## src/rtl/regfile_2p_if.sv

```systemverilog
// -----------------------------------------------------------------------------
// regfile_2p_if
//   Bus bundle for the two-port register file.
//
//   Write side : WrEn, WrAddr, WrData, WrProt
//   Read side  : RdEn, RdAddr -> RdData, RdData_Valid
//   Status     : Addr_Err, Wr_Err (and Par_Err when REGFILE_2P_PARITY_EN is set)
//   Export     : REG_OUT, live contents of registers 0..NOUT-1
//
//   modport master : the agent issuing reads/writes
//   modport slave  : the register file
//
//   Optional macro: REGFILE_2P_PARITY_EN adds the Par_Err signal.
// -----------------------------------------------------------------------------
interface regfile_2p_if #(
  parameter int WIDTH     = 8,
  parameter int ADDR_SIZE = 4,
  parameter int NOUT      = 4
);
  logic                  WrEn;
  logic [ADDR_SIZE-1:0]  WrAddr;
  logic [WIDTH-1:0]      WrData;
  logic [NOUT-1:0]       WrProt;
  logic                  RdEn;
  logic [ADDR_SIZE-1:0]  RdAddr;
  logic [WIDTH-1:0]      RdData;
  logic                  RdData_Valid;
  logic                  Addr_Err;
  logic                  Wr_Err;
  logic [NOUT*WIDTH-1:0] REG_OUT;
`ifdef REGFILE_2P_PARITY_EN
  logic                  Par_Err;
`endif

  modport master (
    output WrEn, WrAddr, WrData, WrProt, RdEn, RdAddr,
    input  RdData, RdData_Valid, Addr_Err, Wr_Err, REG_OUT
`ifdef REGFILE_2P_PARITY_EN
    , input Par_Err
`endif
  );

  modport slave (
    input  WrEn, WrAddr, WrData, WrProt, RdEn, RdAddr,
    output RdData, RdData_Valid, Addr_Err, Wr_Err, REG_OUT
`ifdef REGFILE_2P_PARITY_EN
    , output Par_Err
`endif
  );
endinterface

```

## src/rtl/regfile_2p.sv

```systemverilog
// -----------------------------------------------------------------------------
// regfile_2p
//   Parametrised register file with one write port and one read port usable
//   in the same cycle. Reads have one cycle of latency and are write-first
//   when an accepted write targets the same address. Writes to protected
//   low registers or to addresses >= DEPTH are dropped and flagged.
//   Registers 0..NOUT-1 are exported continuously on REG_OUT.
//
//   Ports:
//     CLK  - clock, everything updates on the rising edge
//     RST  - synchronous active-low reset
//     bus  - regfile_2p_if.slave (write/read ports, status pulses, REG_OUT)
//
//   Optional macro: REGFILE_2P_PARITY_EN stores an even-parity bit per entry
//   and drives bus.Par_Err alongside RdData_Valid on a stored-parity mismatch.
// -----------------------------------------------------------------------------
module regfile_2p #(
  parameter int                    WIDTH     = 8,
  parameter int                    DEPTH     = 16,
  parameter int                    ADDR_SIZE = 4,
  parameter int                    NOUT      = 4,
  parameter logic [NOUT*WIDTH-1:0] RST_VALS  = {8'h08, 8'h20, 8'h00, 8'h00}
) (
  input logic         CLK,
  input logic         RST,
  regfile_2p_if.slave bus
);

`ifdef REGFILE_2P_PARITY_EN
  localparam int EW = WIDTH + 1;  // data plus parity bit at the top
`else
  localparam int EW = WIDTH;
`endif

  // Reset contents of entry i, with its parity bit when parity is stored.
  function automatic logic [EW-1:0] rst_entry(input int i);
    logic [WIDTH-1:0] v;
    v = '0;
    if (i < NOUT) v = RST_VALS[i*WIDTH +: WIDTH];
`ifdef REGFILE_2P_PARITY_EN
    return {^v, v};
`else
    return v;
`endif
  endfunction

  logic [EW-1:0] mem [DEPTH];

  logic          wr_in_range;
  logic          rd_in_range;
  logic          prot_hit;
  logic          wr_ok;
  logic          bypass;
  logic [EW-1:0] rd_word;
  logic [EW-1:0] wr_word;

  assign wr_in_range = 32'(bus.WrAddr) < 32'(DEPTH);
  assign rd_in_range = 32'(bus.RdAddr) < 32'(DEPTH);

  // NOTE: every variable assigned in always_comb gets a default first, so no
  // path leaves it unassigned and no latch is inferred.
  always_comb begin
    prot_hit = 1'b0;
    for (int i = 0; i < NOUT; i++)
      if (bus.WrAddr == ADDR_SIZE'(i) && bus.WrProt[i]) prot_hit = 1'b1;
  end

  // Explicit mux keeps out-of-range addresses from indexing past the array.
  always_comb begin
    rd_word = '0;
    for (int i = 0; i < DEPTH; i++)
      if (bus.RdAddr == ADDR_SIZE'(i)) rd_word = mem[i];
  end

  assign wr_ok  = bus.WrEn && wr_in_range && !prot_hit;
  assign bypass = wr_ok && bus.RdEn && (bus.WrAddr == bus.RdAddr);

`ifdef REGFILE_2P_PARITY_EN
  assign wr_word = {^bus.WrData, bus.WrData};
`else
  assign wr_word = bus.WrData;
`endif

  // NOTE: the storage is plain flops, not a RAM macro, because every entry
  // has a defined reset value; so the whole array is reset here.
  always_ff @(posedge CLK) begin
    if (!RST) begin
      for (int i = 0; i < DEPTH; i++) mem[i] <= rst_entry(i);
    end else begin
      for (int i = 0; i < DEPTH; i++)
        if (wr_ok && bus.WrAddr == ADDR_SIZE'(i)) mem[i] <= wr_word;
    end
  end

  // NOTE: sequential state uses non-blocking assignments so every flop samples
  // the pre-edge values regardless of statement order.
  always_ff @(posedge CLK) begin
    if (!RST) begin
      bus.RdData       <= '0;
      bus.RdData_Valid <= 1'b0;
      bus.Addr_Err     <= 1'b0;
      bus.Wr_Err       <= 1'b0;
    end else begin
      bus.RdData_Valid <= bus.RdEn;
      if (bus.RdEn) begin
        if (!rd_in_range) bus.RdData <= '0;
        else if (bypass)  bus.RdData <= bus.WrData;
        else              bus.RdData <= rd_word[WIDTH-1:0];
      end
      // One pulse even if both ports are out of range together.
      bus.Addr_Err <= (bus.WrEn && !wr_in_range) || (bus.RdEn && !rd_in_range);
      bus.Wr_Err   <= bus.WrEn && wr_in_range && prot_hit;
    end
  end

`ifdef REGFILE_2P_PARITY_EN
  // Even parity over data+parity must be 0; bypassed and out-of-range reads
  // never report, since their data does not come from storage.
  always_ff @(posedge CLK) begin
    if (!RST) bus.Par_Err <= 1'b0;
    else      bus.Par_Err <= bus.RdEn && rd_in_range && !bypass && (^rd_word);
  end
`endif

  for (genvar g = 0; g < NOUT; g++) begin : g_out
    assign bus.REG_OUT[g*WIDTH +: WIDTH] = mem[g][WIDTH-1:0];
  end

endmodule

```

## src/flat_wrapper.sv

```systemverilog
// flat-port wrapper written by rule: the top's interface ports become plain ports
module regfile_2p_flat 
#(
  parameter int                    WIDTH     = 8,
  parameter int                    DEPTH     = 16,
  parameter int                    ADDR_SIZE = 4,
  parameter int                    NOUT      = 4,
  parameter logic [NOUT*WIDTH-1:0] RST_VALS  = {8'h08, 8'h20, 8'h00, 8'h00}
)
  (CLK, RST, bus_WrEn, bus_WrAddr, bus_WrData, bus_WrProt, bus_RdEn, bus_RdAddr, bus_RdData, bus_RdData_Valid, bus_Addr_Err, bus_Wr_Err, bus_REG_OUT);
  regfile_2p_if #(.WIDTH(WIDTH), .ADDR_SIZE(ADDR_SIZE), .NOUT(NOUT)) bus_i ();
  input logic CLK;
  input logic RST;
  input wire logic [$bits(bus_i.WrEn)-1:0] bus_WrEn;
  input wire logic [$bits(bus_i.WrAddr)-1:0] bus_WrAddr;
  input wire logic [$bits(bus_i.WrData)-1:0] bus_WrData;
  input wire logic [$bits(bus_i.WrProt)-1:0] bus_WrProt;
  input wire logic [$bits(bus_i.RdEn)-1:0] bus_RdEn;
  input wire logic [$bits(bus_i.RdAddr)-1:0] bus_RdAddr;
  output wire logic [$bits(bus_i.RdData)-1:0] bus_RdData;
  output wire logic [$bits(bus_i.RdData_Valid)-1:0] bus_RdData_Valid;
  output wire logic [$bits(bus_i.Addr_Err)-1:0] bus_Addr_Err;
  output wire logic [$bits(bus_i.Wr_Err)-1:0] bus_Wr_Err;
  output wire logic [$bits(bus_i.REG_OUT)-1:0] bus_REG_OUT;
  assign bus_i.WrEn = bus_WrEn;
  assign bus_i.WrAddr = bus_WrAddr;
  assign bus_i.WrData = bus_WrData;
  assign bus_i.WrProt = bus_WrProt;
  assign bus_i.RdEn = bus_RdEn;
  assign bus_i.RdAddr = bus_RdAddr;
  assign bus_RdData = bus_i.RdData;
  assign bus_RdData_Valid = bus_i.RdData_Valid;
  assign bus_Addr_Err = bus_i.Addr_Err;
  assign bus_Wr_Err = bus_i.Wr_Err;
  assign bus_REG_OUT = bus_i.REG_OUT;
  regfile_2p #(.WIDTH(WIDTH), .DEPTH(DEPTH), .ADDR_SIZE(ADDR_SIZE), .NOUT(NOUT), .RST_VALS(RST_VALS)) u_core (.CLK(CLK), .RST(RST), .bus(bus_i));
endmodule
```

## config.mk

```make
export PLATFORM = sky130hd
export DESIGN_NAME = regfile_2p_flat
export DESIGN_NICKNAME = d
export VERILOG_FILES = /design/src/rtl/regfile_2p_if.sv /design/src/rtl/regfile_2p.sv /design/src/flat_wrapper.sv
export SDC_FILE = /design/constraint.sdc
export NUM_CORES = 1
export LEC_CHECK = 0
export CORE_MARGIN = 4
export CORE_UTILIZATION = 61
export DETAILED_ROUTE_END_ITERATION = 8
export HOLD_SLACK_MARGIN = 0.05
export MAX_ROUTING_LAYER = met4
export PLACE_DENSITY = 0.81
export SYNTH_ARGS = -nofsm -noshare
export SYNTH_HDL_FRONTEND = slang
export SYNTH_SLANG_ARGS = --single-unit
```

## constraint.sdc

```tcl
create_clock -name CLK -period 5.7 [get_ports CLK]
set_input_delay 1.425 -clock CLK [delete_from_list [all_inputs] [get_ports CLK]]
set_output_delay 1.425 -clock CLK [all_outputs]
set_load 0.05 [all_outputs]
```

### Word level (Yosys, flattened, before mapping)

Memory sizes are Yosys's and may differ from the RTL's.
Cells that the tools add are included.

| word-level totals | value |
|---|---|
| output and inout port bits | 43 |
| memories | 1 |
| RAM bits | 128 |
| flip-flop bits (word level) | 10 |
| input port bits | 24 |
| logic and storage cells | 167 |

Memory list:

| memory | depth | width | rd ports | clocked after Yosys merged registers in | write ports | RTL line | RTL |
|---|---|---|---|---|---|---|---|
| u_core.mem | 16 | 8 | 16 | 0 | 16 | regfile_2p.sv:47 | `logic [EW-1:0] mem [DEPTH];` |

| operators by class | value |
|---|---|
| eq/ne operators | 31 |
| reduce and logical (&&, ||, !) cells | 27 |
| mux-type cells | 89 |
| bitwise logic cells | 16 |

Operators with widths:

| kind | number |
|---|---|
| $mux 8 | 36 |
| $eq 4x4->1 const B | 16 |
| $mux 1 | 53 |
| $eq 4x3->1 const B | 8 |
| $logic_and 1x1->1 | 24 |
| $eq 4x2->1 const B | 4 |
| $or 1x1->1 | 16 |
| $eq 4x1->1 const B | 2 |
| $logic_not 4->1 | 2 |
| $eq 4x4->1 | 1 |
| $logic_not 1->1 | 1 |

### Logic depth before layout (Yosys ltp)

| logic depth | value |
|---|---|
| word-level depth | 18 |
| depth in mapped cells | 8 |
| depth with buffers taken out | 5 |

### Worst setup path before layout

OpenSTA, ideal clock, no wires.

| timing | value |
|---|---|
| path type | in2reg |
| start | in bus_WrAddr[0] |
| end | reg u_core.bus.RdData[4] |
| slack | 2,613 ps |
| arrival time | 3,028 ps |
| data required time | 5,640 ps |
| cell stages on the path | 7 |
| setup time | 60 ps |
| path buffers | 2 |
| cell sequence | buf_6 > mux4_2 > nor3b_4 > or3_4 > buf_6 > o221ai_1 > o311a_1 |

| on the way | value |
|---|---|
| word-level cells in the longest chain between the ends | 11 |
| elaborated cells between the ends (all ways) | 18 |
| those cells by class | eq/ne: 4; mux: 5; reduce/logical: 9 |

RTL lines:

| item | RTL line | RTL |
|---|---|---|
| start: declaration | flat_wrapper.sv:15 | `input wire logic [$bits(bus_i.WrAddr)-1:0] bus_WrAddr;` |
| $logic_not 4->1 | regfile_2p.sv:65 | `if (bus.WrAddr == ADDR_SIZE'(i) && bus.WrProt[i]) prot_hit = 1'b1;` |
| $logic_and 1x1->1 | regfile_2p.sv:65 |  |
| $mux 1 (4 in a row) | regfile_2p.sv:65 |  |
| $logic_not 1->1 | regfile_2p.sv:75 | `assign wr_ok = bus.WrEn && wr_in_range && !prot_hit;` |
| $logic_and 1x1->1 | regfile_2p.sv:75 |  |
| $logic_and 1x1->1 | regfile_2p.sv:76 | `assign bypass = wr_ok && bus.RdEn && (bus.WrAddr == bus.RdAddr);` |
| $logic_and 1x1->1 (*) | regfile_2p.sv:76 |  |
| $mux 8 (*) | regfile_2p.sv:107 | `else if (bypass) bus.RdData <= bus.WrData;` |
| end signal: assignment | regfile_2p.sv:107 |  |
| end signal: assignment | regfile_2p.sv:108 | `else bus.RdData <= rd_word[WIDTH-1:0];` |
| end: declaration | regfile_2p_if.sv:45 | `output RdData, RdData_Valid, Addr_Err, Wr_Err, REG_OUT` |

Mark *: on every way between the ends. The rest lies on a longest branch, timed or not.
A chain may end at the register's enable or synchronous reset.

### Worst setup path after layout

| timing | value |
|---|---|
| start | in bus_RdAddr[3] |
| end | reg u_core.bus.RdData[2] |

| on the way | value |
|---|---|
| word-level cells in the longest chain between the ends | 18 |
| elaborated cells between the ends (all ways) | 35 |
| those cells by class | eq/ne: 16; mux: 17; reduce/logical: 2 |

RTL lines:

| item | RTL line | RTL |
|---|---|---|
| start: declaration | flat_wrapper.sv:19 | `input wire logic [$bits(bus_i.RdAddr)-1:0] bus_RdAddr;` |
| $logic_not 4->1 | regfile_2p.sv:72 | `if (bus.RdAddr == ADDR_SIZE'(i)) rd_word = mem[i];` |
| $mux 8 (16 in a row) | regfile_2p.sv:72 |  |
| $mux 8 (*) | regfile_2p.sv:107 |  |

Marks and branches as above.

==> qor.tcl <==
set qor(placed_cells) 736
set qor(power.share.sequential_pct) 46.7
set qor(worst-r2r-cell-count) 5
set qor(ir_drop_v) 0.000224
set qor(maxCapViolCount) 0
set qor(clock_tree.root_cell) {sky130_fd_sc_hd__clkbuf_8}
set qor(critical_path_arrival_ns) 4.15
set qor(dieArea_sq_mm) 0.0124
set qor(grt_pass1_wl_um) 28200
set qor(syn_inst) 570
set qor(place.detailed.hpwl_um) 12900
set qor(synth_area_leader_cell) {sky130_fd_sc_hd__edfxtp_1}
set qor(tritoncts) {yes}
set qor(grt_antenna_before_repair) 0
set qor(syn-cell-area_sq_mm) 0.00651
set qor(max_clock_freq_mhz) 268
set qor(synth.lib_cells_used.distinct) 56
set qor(grt_start_max_net_pins) 44
set qor(postSynth.asyncResetShare_pct) 0
set qor(fp-row-count) 37
set qor(syn_area_per_cell_sq_um) 11.4
set qor(n_antenna_cell) 0
set qor(finalWorstPathRequiredPeriod_ns) 3.73
set qor(ys_ff_latch) 138
set qor(hold_depth) 2
set qor(hp-start) {u_core.bus.RdData[2]}
set qor(gp_routability_congestion) 0.948
set qor(yosys_top_cell_area_share_pct) 59.0
set qor(power_dens_cells_mw_per_mm2) 334
set qor(synth.yosys.seq_area_share_pct) 62.1
set qor(timing.final.hold_violations) 0
set qor(routed_via_density) 6.39
set qor(worst-path-max-fanout) 30
set qor(gr-usage-all-layers_pct) 31.6
set qor(finish.utilization_pct) 74.8
set qor(cp.buffers_inverters) 1
set qor(fillers) 692
set qor(worst_slew_pin_slew_ns) 1.06
set qor(final_net_count) 643
set qor(global_route.overflow_total) 0
set qor(drcViolationCount) 0
set qor(worst_hold_path.endpoint) {u_core.bus.RdData[2]}
set qor(drt_wl_total_um) 18300
set qor(ctsHoldBuffers) 0
set qor(ys.flop_type) {sky130_fd_sc_hd__edfxtp_1}
set qor(route.vias.total) 4906
set qor(setup_tns_after_final_layout_ns) 0
set qor(drt_iter0_drc) 707
set qor(clk_pin_slew_ns) 0.06
set qor(regToRegStartpoint) {u_core.mem[0][5]}
set qor(cts_repair_resize_count) 0
set qor(power.net_switching_uw) 679
set qor(synth_edf_count) 128
set qor(clockPowerShare_pct) 40.4
set qor(crit-reg2reg-capture) {u_core.bus.RdData[5]}
set qor(drv_slew) 0
set qor(worst-endpoint-required_ns) 6.13
set qor(synth.net_count) 594
set qor(core_sq_mm) 0.0104
set qor(synth_top_cells_by_count) {128 x sky130_fd_sc_hd__edfxtp_1, 102 x sky130_fd_sc_hd__nor2_1, 37 x sky130_fd_sc_hd__o21ai_0, 36 x sky130_fd_sc_hd__nand2_1, 30 x sky130_fd_sc_hd__clkbuf_1}
set qor(cell_internal_pwr_mw) 1.92
set qor(timing.clock.skew_ns) 0.00683
set qor(start_util_pct) 62.8
set qor(cp_top_family) {simple AND/OR/NAND/NOR gates}
set qor(ctsLongestPathBuffers) 2
set qor(via_count_of_the_first_global_routing_pass) 4868
set qor(cts.repair_timing.setup_buffer_count) 0
set qor(layout_worst_path_cycle_share_pct) 65.4
set qor(synth.most_common_cell) {sky130_fd_sc_hd__edfxtp_1}
set qor(design.portCount) 67
set qor(worstSkewPairLatency_ns) 0.52
set qor(crit_chain) {clkdlybuf4s50_1, nor2b_1, nand2_1, o21ai_0, a211oi_1, o32ai_1}
set qor(critical-path-max-stage-delay_ns) 0.96
set qor(ant_nets) 0
set qor(route.detailed.wl_per_inst_um) 23.8
set qor(endpoint_kind) {register}
set qor(die_width_um) 111
set qor(warnings_synthesis) 0
set qor(cts_inserted_buffers) 17
set qor(relSlewSlack_pct) 29.2
set qor(power_frac_comb_pct) 12.9
set qor(critical_path.startpoint_type) {input pin}
set qor(port_buffers) 65
set qor(firstDrtPassIters) 6
set qor(worst-r2r-setup-slack_ns) 4.00
set qor(power.static_leakage_nw) 2.76
set qor(cts-htree-levels) 4
set qor(synth_area_leaders) {sky130_fd_sc_hd__edfxtp_1 59%, sky130_fd_sc_hd__nor2_1 5.9%, sky130_fd_sc_hd__dfxtp_1 3.1%}
set qor(die_extent_in_y_um) 111
set qor(report.final.setup_viol) 0
set qor(sw_frac_of_total_pct) 26.2
set qor(rsz_0062_raised_after_global_routing) {no}
set qor(timing.setup.critical_path_class) {input pin to register}
set qor(sinks_on_clock_net) 138
set qor(critical_path.slowest_cell) {sky130_fd_sc_hd__clkdlybuf4s50_1}
set qor(final_cells) 768
set qor(timing.hold.worst.class) {register to register}
set qor(layout-drive-gt1-share_pct) 8.54
set qor(syn_to_final_growth_pct) 19.2
set qor(outcome) {completed}
==> area by class of cell <==
type                       instances  area, sq um  share of cell area (%)
sequential                       138         4040                    52.1
multi-input combinational        373         2220                    28.6
timing repair buffer              73          706                    9.09
clock buffer                      19          422                    5.43
tap                              136          170                    2.19
clock inverter                    13          143                    1.84
inverter                          16         60.1                   0.774
==> cells by family (layout without fill, tap and decap cells) <==
family	Yosys count	after routing	synth area share [%]
AND/OR/NAND/NOR	213	213	15.4
XOR/XNOR	4	4	0.538
other	1	1	0.0576
multiplexers	24	24	4.11
AO/OA/AOI/OAI	131	131	13.9
buffers and inverters	59	121	3.86
flip-flops	138	138	62.1
==> power groups by stage <==
stage / clock, mW / combinational (mW) / sequential [mW]
floorplan: 0 / 0.146 / 1.29
global placement: 0 / 0.328 / 1.23
detailed placement: 0 / 0.331 / 1.23
CTS: 1.04 / 0.333 / 1.21
global route: 1.11 / 0.354 / 1.22
finish: 1.05 / 0.336 / 1.21
==> cells in the final DEF (no fill, tap or decap), types with 10 or more instances in the layout <==
cell and instances:
sky130_fd_sc_hd__nand3_1 10, sky130_fd_sc_hd__o22ai_1 14, sky130_fd_sc_hd__mux2i_1 20, sky130_fd_sc_hd__clkdlybuf4s50_1 64, sky130_fd_sc_hd__o211ai_1 10, sky130_fd_sc_hd__nor2b_1 14, sky130_fd_sc_hd__nand2b_1 15, sky130_fd_sc_hd__clkbuf_16 16
sky130_fd_sc_hd__nor2_1 102, sky130_fd_sc_hd__inv_1 16, sky130_fd_sc_hd__edfxtp_1 128, sky130_fd_sc_hd__dfxtp_1 10, sky130_fd_sc_hd__a21oi_1 12, sky130_fd_sc_hd__nand2_1 36, sky130_fd_sc_hd__o21ai_0 35
==> metrics by stage <==
step                      worst slack (ns)  area, sq um  hold WS, ns  total power [mW]
after floorplan                       2.61         6510        0.600              1.43
after global placement                1.68         7200        0.527              1.56
after detailed placement              1.51         7200        0.530              1.56
after CTS                             2.04         7760        0.553              2.59
after global routing                  1.76         7760        0.614              2.68
final                                 1.97         7760        0.556              2.59
==> state kept, by name, indices dropped and copies added (netlist names) <==
name and flops:
u_core.bus.RdData 8, u_core.mem 128, u_core.bus.Wr_Err 1, u_core.bus.RdData_Valid 1
==> metal layers <==
layer | GRT usage [%] | part of all wire (%) | vias up
li1 | - | - | 2207
met1 | 41.7 | 39 | 2295
met2 | 46.4 | 45 | 351
met3 | 8.68 | 11 | 53
met4 | 13.5 | 3.9 | 0
met5 | - | 0 | -
==> worst register-to-register path, delay by kind of cell, from the launching register on <==
family	cells	cell delay, ns
flops	1	0.41
compound gates	4	1.14
simple gates	1	0.10
==> how the worst max path moves through the flow <==
stage          slack, ns     startpoint                    to  depth (start not counted)
6_report            1.97  bus_RdAddr[3]  u_core.bus.RdData[2]                          6
5_1_grt             1.76  bus_RdAddr[3]  u_core.bus.RdData[7]                          6
4_1_cts             2.04  bus_RdAddr[3]  u_core.bus.RdData[2]                          6
3_5_place_dp        1.51  bus_RdAddr[3]  u_core.bus.RdData[2]                          6
3_3_place_gp        1.68  bus_RdAddr[3]  u_core.bus.RdData[2]                          6
2_1_floorplan       2.61  bus_WrAddr[0]  u_core.bus.RdData[4]                          7
No activity file was read; power rests on OpenSTA's default activity.
